==> config.mk <==
export PLATFORM = sky130hd
export DESIGN_NAME = render_scheduler
export DESIGN_NICKNAME = d
export VERILOG_FILES = /design/src/rtl/render_scheduler_pkg.sv /design/src/rtl/render_scheduler_pixel_coord_counter.sv /design/src/rtl/render_scheduler.sv
export SDC_FILE = /design/constraint.sdc
export NUM_CORES = 1
export LEC_CHECK = 0
export BUFFER_PORTS_ARGS = -buffer_cell sky130_fd_sc_hd__buf_2
export CORE_ASPECT_RATIO = 0.7
export CORE_MARGIN = 3
export CORE_UTILIZATION = 45
export CTS_BUF_LIST = sky130_fd_sc_hd__clkbuf_2 sky130_fd_sc_hd__clkbuf_4 sky130_fd_sc_hd__clkbuf_8
export CTS_CLUSTER_DIAMETER = 150
export DETAILED_ROUTE_END_ITERATION = 16
export PLACE_DENSITY = 0.8
export SYNTH_ARGS = -nofsm -noshare
export SYNTH_HDL_FRONTEND = slang
export SYNTH_HIERARCHICAL = 1
export SYNTH_SLANG_ARGS = --single-unit
==> constraint.sdc <==
create_clock -name clk -period 2 [get_ports clk]
set_input_delay 0.2 -clock clk [delete_from_list [all_inputs] [get_ports clk]]
set_output_delay 0.2 -clock clk [all_outputs]
set_load 0.01 [all_outputs]
==> src/rtl/render_scheduler_pkg.sv <==
// render_scheduler_pkg
// Shared render definitions: ray-core state encoding, scheduler FSM states,
// default framebuffer geometry and the screen-coordinate width.
package render_scheduler_pkg;

    localparam int unsigned FRAMEBUFFER_WIDTH  = 320;
    localparam int unsigned FRAMEBUFFER_HEIGHT = 240;
    localparam int unsigned SCREEN_COORD       = 11;

    typedef enum logic [2:0] {
        RCS_Init     = 3'd0,
        RCS_SetupRay = 3'd1,
        RCS_Traverse = 3'd2,
        RCS_Shade    = 3'd3,
        RCS_Done     = 3'd4
    } RayCoreState;

    typedef enum logic [1:0] {
        SCHED_INIT       = 2'd0,
        SCHED_RENDER     = 2'd1,
        SCHED_STEP       = 2'd2,
        SCHED_WAIT_VSYNC = 2'd3
    } SchedState;

endpackage

==> src/rtl/render_scheduler_pixel_coord_counter.sv <==
// pixel_coord_counter
// Raster-order x/y pixel position with row wrap and a last-pixel flag.
// Ports:
//   clk, reset  - rising-edge clock, synchronous active-high reset
//   clear       - load (0,0) for the first pixel of a frame
//   advance     - step to the next pixel in raster order
//   x, y        - registered current pixel coordinate
//   lastPixel   - high while (x,y) is the final pixel of the frame
module pixel_coord_counter
    import render_scheduler_pkg::*;
#(
    parameter int unsigned FB_WIDTH  = FRAMEBUFFER_WIDTH,
    parameter int unsigned FB_HEIGHT = FRAMEBUFFER_HEIGHT
) (
    input  logic                    clk,
    input  logic                    reset,
    input  logic                    clear,
    input  logic                    advance,
    output logic [SCREEN_COORD-1:0] x,
    output logic [SCREEN_COORD-1:0] y,
    output logic                    lastPixel
);

    localparam logic [SCREEN_COORD-1:0] X_LAST    = SCREEN_COORD'(FB_WIDTH - 1);
    localparam logic [SCREEN_COORD-1:0] Y_LAST    = SCREEN_COORD'(FB_HEIGHT - 1);
    localparam logic [SCREEN_COORD-1:0] COORD_ONE = SCREEN_COORD'(1);

    always_ff @(posedge clk) begin
        if (reset) begin
            x <= '0;
            y <= '0;
        end else if (clear) begin
            x <= '0;
            y <= '0;
        end else if (advance) begin
            if (x < X_LAST) begin
                x <= x + COORD_ONE;
            end else begin
                x <= '0;
                y <= y + COORD_ONE;
            end
        end
    end

    always_comb begin
        lastPixel = (x == X_LAST) && (y == Y_LAST);
    end

endmodule

==> src/rtl/render_scheduler.sv <==
// render_scheduler
// Walks the framebuffer in raster order, issuing one pixel at a time to the
// ray core and waiting for it to finish before issuing the next. New frames
// start from reset/idle, or after a fresh vsync falling edge once a frame
// has completed (at most one frame per blanking interval).
// Ports:
//   clk, reset   - rising-edge clock, synchronous active-high reset
//   enable       - permits frame starts (ignored once a frame is running)
//   vsync        - display sync, 0 = blanking
//   core_state   - current ray-core state
//   strobe       - one-cycle pixel start pulse to the ray core
//   x, y         - pixel coordinate, held until the next strobe
//   frame_start  - pulse with the first strobe of a frame
//   frame_flip   - front/back buffer select, toggles on each vsync restart
//   frame_done   - pulse after the last pixel of a frame completes
//   frame_count  - completed frames, wraps 31->0
module render_scheduler
    import render_scheduler_pkg::*;
#(
    parameter int unsigned FB_WIDTH  = FRAMEBUFFER_WIDTH,
    parameter int unsigned FB_HEIGHT = FRAMEBUFFER_HEIGHT
) (
    input  logic                    clk,
    input  logic                    reset,
    input  logic                    enable,
    input  logic                    vsync,
    input  RayCoreState             core_state,
    output logic                    strobe,
    output logic [SCREEN_COORD-1:0] x,
    output logic [SCREEN_COORD-1:0] y,
    output logic                    frame_start,
    output logic                    frame_flip,
    output logic                    frame_done,
    output logic [4:0]              frame_count
);

    SchedState state;
    logic      busySeen;
    logic      vsyncArmed;
    logic      vsyncQ;
    logic      lastPixel;
    logic      frameGo;
    logic      coordAdvance;

    pixel_coord_counter #(
        .FB_WIDTH (FB_WIDTH),
        .FB_HEIGHT(FB_HEIGHT)
    ) coordCounter (
        .clk      (clk),
        .reset    (reset),
        .clear    (frameGo),
        .advance  (coordAdvance),
        .x        (x),
        .y        (y),
        .lastPixel(lastPixel)
    );

    // Frame start condition; shared by the FSM and the coordinate clear.
    always_comb begin
        frameGo = 1'b0;
        case (state)
            SCHED_INIT:       frameGo = enable && (core_state == RCS_Init);
            SCHED_WAIT_VSYNC: frameGo = vsyncArmed && !vsync && enable &&
                                        (core_state == RCS_Init);
            default:          frameGo = 1'b0;
        endcase
        coordAdvance = (state == SCHED_STEP) && !lastPixel;
    end

    always_ff @(posedge clk) begin
        if (reset) begin
            state       <= SCHED_INIT;
            strobe      <= 1'b0;
            frame_start <= 1'b0;
            frame_done  <= 1'b0;
            frame_flip  <= 1'b0;
            frame_count <= '0;
            busySeen    <= 1'b0;
            vsyncArmed  <= 1'b0;
            vsyncQ      <= 1'b1;
        end else begin
            strobe      <= 1'b0;
            frame_start <= 1'b0;
            frame_done  <= 1'b0;
            vsyncQ      <= vsync;
            case (state)
                SCHED_INIT: begin
                    if (frameGo) begin
                        strobe      <= 1'b1;
                        frame_start <= 1'b1;
                        busySeen    <= 1'b0;
                        state       <= SCHED_RENDER;
                    end
                end
                SCHED_RENDER: begin
                    // A Done is only accepted after the core has been seen
                    // busy, so a Done left over from the previous pixel is
                    // never mistaken for completion of the current one.
                    if (core_state != RCS_Done) begin
                        busySeen <= 1'b1;
                    end else if (busySeen) begin
                        state <= SCHED_STEP;
                    end
                end
                SCHED_STEP: begin
                    if (lastPixel) begin
                        frame_done  <= 1'b1;
                        frame_count <= frame_count + 5'd1;
                        vsyncArmed  <= 1'b0;
                        state       <= SCHED_WAIT_VSYNC;
                    end else begin
                        strobe   <= 1'b1;
                        busySeen <= 1'b0;
                        state    <= SCHED_RENDER;
                    end
                end
                SCHED_WAIT_VSYNC: begin
                    if (vsyncQ && !vsync) begin
                        vsyncArmed <= 1'b1;
                    end
                    if (frameGo) begin
                        frame_flip  <= ~frame_flip;
                        strobe      <= 1'b1;
                        frame_start <= 1'b1;
                        busySeen    <= 1'b0;
                        state       <= SCHED_RENDER;
                    end
                end
                default: state <= SCHED_INIT;
            endcase
        end
    end

endmodule
After elaboration in Yosys (flattened, before gate mapping)
Index checks and enable logic that the tools add are counted.
{"block": "totals", "reg_bits": 36, "in_bits": 7, "wordCells": 72}
{"block": "op_classes", "n_addsub": 3, "n_lt_le_gt_ge": 1, "n_eq_ne": 13, "n_mux": 18, "n_bitwise": 4, "n_reduce_logical": 22}
{"cell": "adder 11 x 1 -> 11 bit, second input constant", "n": 2}
{"cell": "inequality test 2 bit, second input constant", "n": 6}
{"cell": "equality test 11 x 8 -> 1 bit, second input constant", "n": 1}
{"cell": "equality test 11 x 9 -> 1 bit, second input constant", "n": 1}
{"cell": "less-than comparator 11 x 9 -> 1 bit, second input constant", "n": 1}
{"cell": "2-to-1 mux 11 bit", "n": 1}
{"cell": "AND reduction 3 bit", "n": 3}
{"cell": "2-to-1 mux 1 bit", "n": 8}
{"cell": "2-to-1 mux 2 bit", "n": 4}
{"cell": "OR reduction 2 bit", "n": 4}
{"cell": "logical AND 1 bit", "n": 7}
{"cell": "case mux 1 bit (2 select lines)", "n": 3}
{"cell": "case mux 2 bit (3 select lines)", "n": 1}
{"cell": "AND reduction 2 bit", "n": 3}
{"cell": "adder 5 x 1 -> 5 bit, second input constant", "n": 1}
{"cell": "equality test 2 bit, second input constant", "n": 2}
{"cell": "NOT 1 bit", "n": 4}
{"cell": "zero test 3 bit", "n": 1}
{"cell": "inequality test 3 bit, second input constant", "n": 1}
{"cell": "case mux 1 bit (3 select lines)", "n": 1}
{"cell": "equality test 2 x 1 -> 1 bit, second input constant", "n": 1}
{"cell": "zero test 1 bit", "n": 2}
{"cell": "zero test 2 bit", "n": 1}
{"cell": "inequality test 2 x 1 -> 1 bit, second input constant", "n": 1}
{"cell": "nonzero test 2 bit", "n": 1}

Longest topological paths before layout
{"block": "depth", "depth_word": 7, "mapped_depth": 10, "ltp_nobuf": 10}

Hierarchy
The synthesis kept the hierarchy.
{"module": "pixel_coord_counter", "n_inst": 1, "cells_per_inst": 128, "area_per_inst_um2": 1064.8, "seq_area_each_um2": 440.4}
{"module": "render_scheduler", "n_inst": 1, "cells_per_inst": 75, "area_per_inst_um2": 683.2, "seq_area_each_um2": 280.3}

Worst setup path after synthesis
Ideal clock, no wire load.
{"block": "synth_path", "kind": "register to register", "startpoint": "register coordCounter.y[0]", "endpoint": "register coordCounter.x[4]", "arrival_ps": 2043, "t_required_ps": 1883, "path_slack_ps": -161, "stages_incl_launch_ff": 11, "n_path_buf": 1, "path_cell_list": "dfxtp_1 > ha_1 > and3_1 > nand4_1 > nor4_1 > nand2b_1 > inv_1 > clkbuf_1 > nand4_1 > xor2_1 > nor2_1"}
{"block": "synth_between", "elab_chain_cells": 4}
{"element": "start, declared", "line": "render_scheduler_pixel_coord_counter.sv:20", "text": "output logic [SCREEN_COORD-1:0] y,"}
{"element": "start signal, assigned", "line": "render_scheduler_pixel_coord_counter.sv:40", "text": "y <= y + COORD_ONE;"}
{"element": "equality test 11 x 8 -> 1 bit", "line": "render_scheduler_pixel_coord_counter.sv:46", "text": "lastPixel = (x == X_LAST) && (y == Y_LAST);"}
{"element": "logical AND 1 bit", "line": "render_scheduler_pixel_coord_counter.sv:46"}
{"element": "net lastPixel", "line": "render_scheduler.sv:41", "text": "logic lastPixel;"}
{"element": "zero test 1 bit", "line": "render_scheduler.sv:67", "text": "coordAdvance = (state == SCHED_STEP) && !lastPixel;"}
{"element": "logical AND 1 bit", "line": "render_scheduler.sv:67"}
{"element": "net coordAdvance", "line": "render_scheduler.sv:43", "text": "logic coordAdvance;"}
{"element": "end signal, assigned", "line": "render_scheduler_pixel_coord_counter.sv:37", "text": "x <= x + COORD_ONE;"}
{"element": "end, declared", "line": "render_scheduler_pixel_coord_counter.sv:19", "text": "output logic [SCREEN_COORD-1:0] x,"}
The timed path passes the listed nets, and every way through them passes these cells.
A chain may end at the register's enable or synchronous reset.

Final worst setup path
{"block": "layout_path", "startpoint": "register coordCounter.y[10]", "endpoint": "register coordCounter.x[8]"}
Same word-level chain as after synthesis.

==> flow_summary.yaml <==
route:
  drc: 0
  drt-initial-drc-count: 136
  drt_wl_total_microns: 5010
  wl_per_cell_microns: 15.4
  ant_nets: 0
  num_vias: 1808
  drtPass1Iterations: 5
  viasPerCell: 5.56
placed_design:
  port_buffers: 37
  dpl_cell_area_sq_um: 2170
  dp_hpwl_microns: 3040
  routabilityCongestion: 0.800
  placed_cells: 310
run:
  max_cap_violations: 0
power:
  vdd_ir_drop_max_v: 0.000504
  p_per_area_nw_per_um2: 766
  power.total_mw: 1.91
  p_leak_nw: 1.10
synthesis:
  ys_warn_count: 6
  syn_area_sq_um: 1750
  yosys.cell_types.count: 39
  ys_seq_area_frac: 0.412
  synth_cells: 203
  synth.avg_cell_area_sq_um: 8.61
  yosys_register_bits: 36
  syn-num-nets: 217
worst_setup_path:
  r2r_slack_ps: -70
  critPathKind: "reg -> reg"
  path_delay_family: "simple AND/OR/NAND/NOR gates"
  reg2regPathDepth: 9
  slowest_delay_ps: 540
  cp-start-kind: "flop"
  critPathRequiredTime_ps: 2170
  end_kind: "flop"
  critPathBufInv: 2
  crit_fanout: 6
  timing.rr.end: "coordCounter/x[8]"
  cp_slowest_cell: "or4_4"
  cp_cell_sequence: "or4_4 -> nor4_4 -> nand2b_4 -> inv_4 -> buf_6 -> and4_4 -> nand3_2 -> xor2_1 -> nor2_1"
  cp.arrival_ps: 2240
  cp.depth: 9
  r2r_start: "coordCounter/y[10]"
floorplan:
  die_w_microns: 80.5
  ios: 38
  die_height_microns: 58.1
  num_rows: 18
  start_util: 0.482
  core-area_sq_um: 3630
  die_area_sq_um: 4680
status:
  violations: "negative setup slack"
  status: "complete, but fails checks"
global_routing:
  grt_overflow_total: 0
  grt_max_degree: 21
  grt_pass1_vias: 1580
  grtUsageMet2: 0.321
  grt.met3_usage: 0.0481
  grt_pass1_wl_microns: 7470
  met1_usage: 0.292
  grt_usage: 0.208
  antenna_found_initial: 0
  grt-busiest-layer: "met2"
clock_tree:
  cts_root_buffer: "clkbuf_8"
  cts_tree: "built"
  postCtsHoldBufs: 0
  insertion_delay_ps: 280
  cts_buffer_depth: 2
  cts.sinks: 36
  cts.clk_slew.worst_paths_ps: 70
  htreeDepth: 2
  numCtsBuffers: 5
layout:
  antenna_cells: 0
  post-route-cell-area_sq_um: 2490
  fin_nets: 288
  fin_cells: 325
  layout-drive-gt1-share: 0.400
  area_growth_pct: 42.7
sta:
  fin_crit_ps: 2070
  clock.fmax_ghz: 0.484
  rsz0062_at_grt: "true"
  whs_ps: 126
  fin_tns_setup_ps: -184
  setup_viol: 6
  max_slew_margin: 0.613
  fin_worst_skew_ps: 3.78
  finalHoldViolations: 0
  slew_violations: 0
  tightest_slew_ps: 581
  setup_ws_ps: -68.0
  fin_crit_sh: 1.03
min_path:
  hp-class: "in -> reg"
  hp-start: "vsync"
  min_to: "vsyncQ"
  hold_depth: 2
==> logic make-up (layout without fill, tap and decap cells) <==
| family | after synthesis | count (layout) | share of synthesized area |
|---|---|---|---|
| multiplexers | 3 | 3 | 0.0172 |
| AO/OA/AOI/OAI | 38 | 38 | 0.139 |
| XOR/XNOR | 14 | 14 | 0.0702 |
| buffers and inverters | 16 | 88 | 0.0415 |
| flip-flops | 36 | 36 | 0.412 |
| AND/OR/NAND/NOR | 89 | 89 | 0.270 |
| adder cells (fa/ha/maj) | 7 | 7 | 0.0501 |
==> sequential cells by signal, summed over array words and instances (netlist names) <==
signal / count
frame_start: 1
coordCounter/x: 11
frame_done: 1
frame_flip: 1
state: 2
strobe: 1
coordCounter/y: 11
frame_count: 5
busySeen: 1
vsyncArmed: 1
vsyncQ: 1
==> power breakdown <==
group          switching [mW]  internal [mW]  total (mW)
Combinational           0.148          0.124       0.272
Clock                   0.256          0.624       0.880
Sequential             0.0192          0.738       0.758
==> final cells by class <==
type | count | area [sq um]
clock inverter | 3 | 90.1
inverter | 8 | 32.5
tap | 50 | 62.6
timing repair buffer | 72 | 463
fill | 247 | 1130
clock buffer | 5 | 68.8
sequential | 36 | 724
multi-input combinational | 151 | 1050
==> cells in the final DEF, fill, tap and decap left out, drive strengths merged, types with 3 or more instances in the layout <==
cell / count
xor2: 12
o31ai: 3
a21oi: 14
nor2: 24
dfxtp: 36
and3: 6
clkbuf: 5
or3: 6
or4: 4
inv: 8
nand3: 12
buf: 72
nand4: 11
bufinv: 3
ha: 7
mux2i: 3
o21ai: 12
nand2: 16
==> worst max path at each step <==
stage                                   from                 to
after floorplan            coordCounter/y[4]  coordCounter/x[4]
after global placement     coordCounter/y[0]  coordCounter/y[7]
after detailed placement   coordCounter/y[0]  coordCounter/y[7]
after CTS                  coordCounter/y[1]     frame_count[3]
after global routing      coordCounter/y[10]  coordCounter/x[8]
final                     coordCounter/y[10]  coordCounter/x[8]
==> cell usage after synthesis <==
library cell / number / area (sq um)
dfxtp_1: 36 / 721
nor2_1: 24 / 90.1
nand2_1: 16 / 60.1
a21oi_1: 14 / 70.1
nand3_1: 12 / 60.1
xor2_1: 12 / 105
o21ai_0: 11 / 55.1
nand4_1: 10 / 62.6
inv_1: 8 / 30.0
ha_1: 7 / 87.6
and3_1: 6 / 37.5
or3_1: 6 / 37.5
or4_1: 4 / 30.0
clkbuf_1: 3 / 11.3
mux2i_1: 3 / 30.0
o31ai_1: 3 / 22.5
buf_2: 2 / 10.0
clkbuf_2: 2 / 10.0
nand2b_1: 2 / 12.5
or2_2: 2 / 12.5
xnor2_1: 2 / 17.5
a21boi_0: 1 / 7.51
a21boi_4: 1 / 18.8
a31o_1: 1 / 8.76
a31o_2: 1 / 8.76
a31oi_1: 1 / 6.26
and2_1: 1 / 6.26
and4_1: 1 / 8.76
buf_6: 1 / 11.3
nand4_2: 1 / 12.5
nor2b_1: 1 / 6.26
nor3_1: 1 / 5.00
nor4_1: 1 / 6.26
nor4b_4: 1 / 23.8
o211a_1: 1 / 10.0
o211ai_1: 1 / 7.51
o21a_1: 1 / 7.51
o21ai_1: 1 / 5.00
o2bb2ai_2: 1 / 15.0
==> layer usage <==
layer | wire length [microns] | up-vias | share of wire
met4 | 35 | 0 | 0.0070
met3 | 420 | 4 | 0.084
met2 | 2300 | 93 | 0.46
met5 | 0 | - | 0
li1 | - | 862 | -
met1 | 2260 | 849 | 0.45
==> what timing repair did <==
action                     CTS  global route
gates resized for setup     15            17
pin swaps                    8            14
setup buffers                5             1
gates cloned                 1             0
setup endpoints to repair   21            28
==> stage by stage <==
stage	worst slack (ps)	utilization
after floorplan	-13.1	-
after global placement	-76.4	0.600
after detailed placement	-208	0.600
after CTS	1.71	0.670
after global routing	-108	0.688
final	-68.0	0.688
==> worst reg2reg max path: cells and delay by family, from the launching register on <==
kind,cells,cell delay (ps)
xor gates and xnor gates,1,160
buffers and inverters,2,170
and+or+nand+nor,6,1340
DFF,1,310
Power figures use the tool's default switching activity.
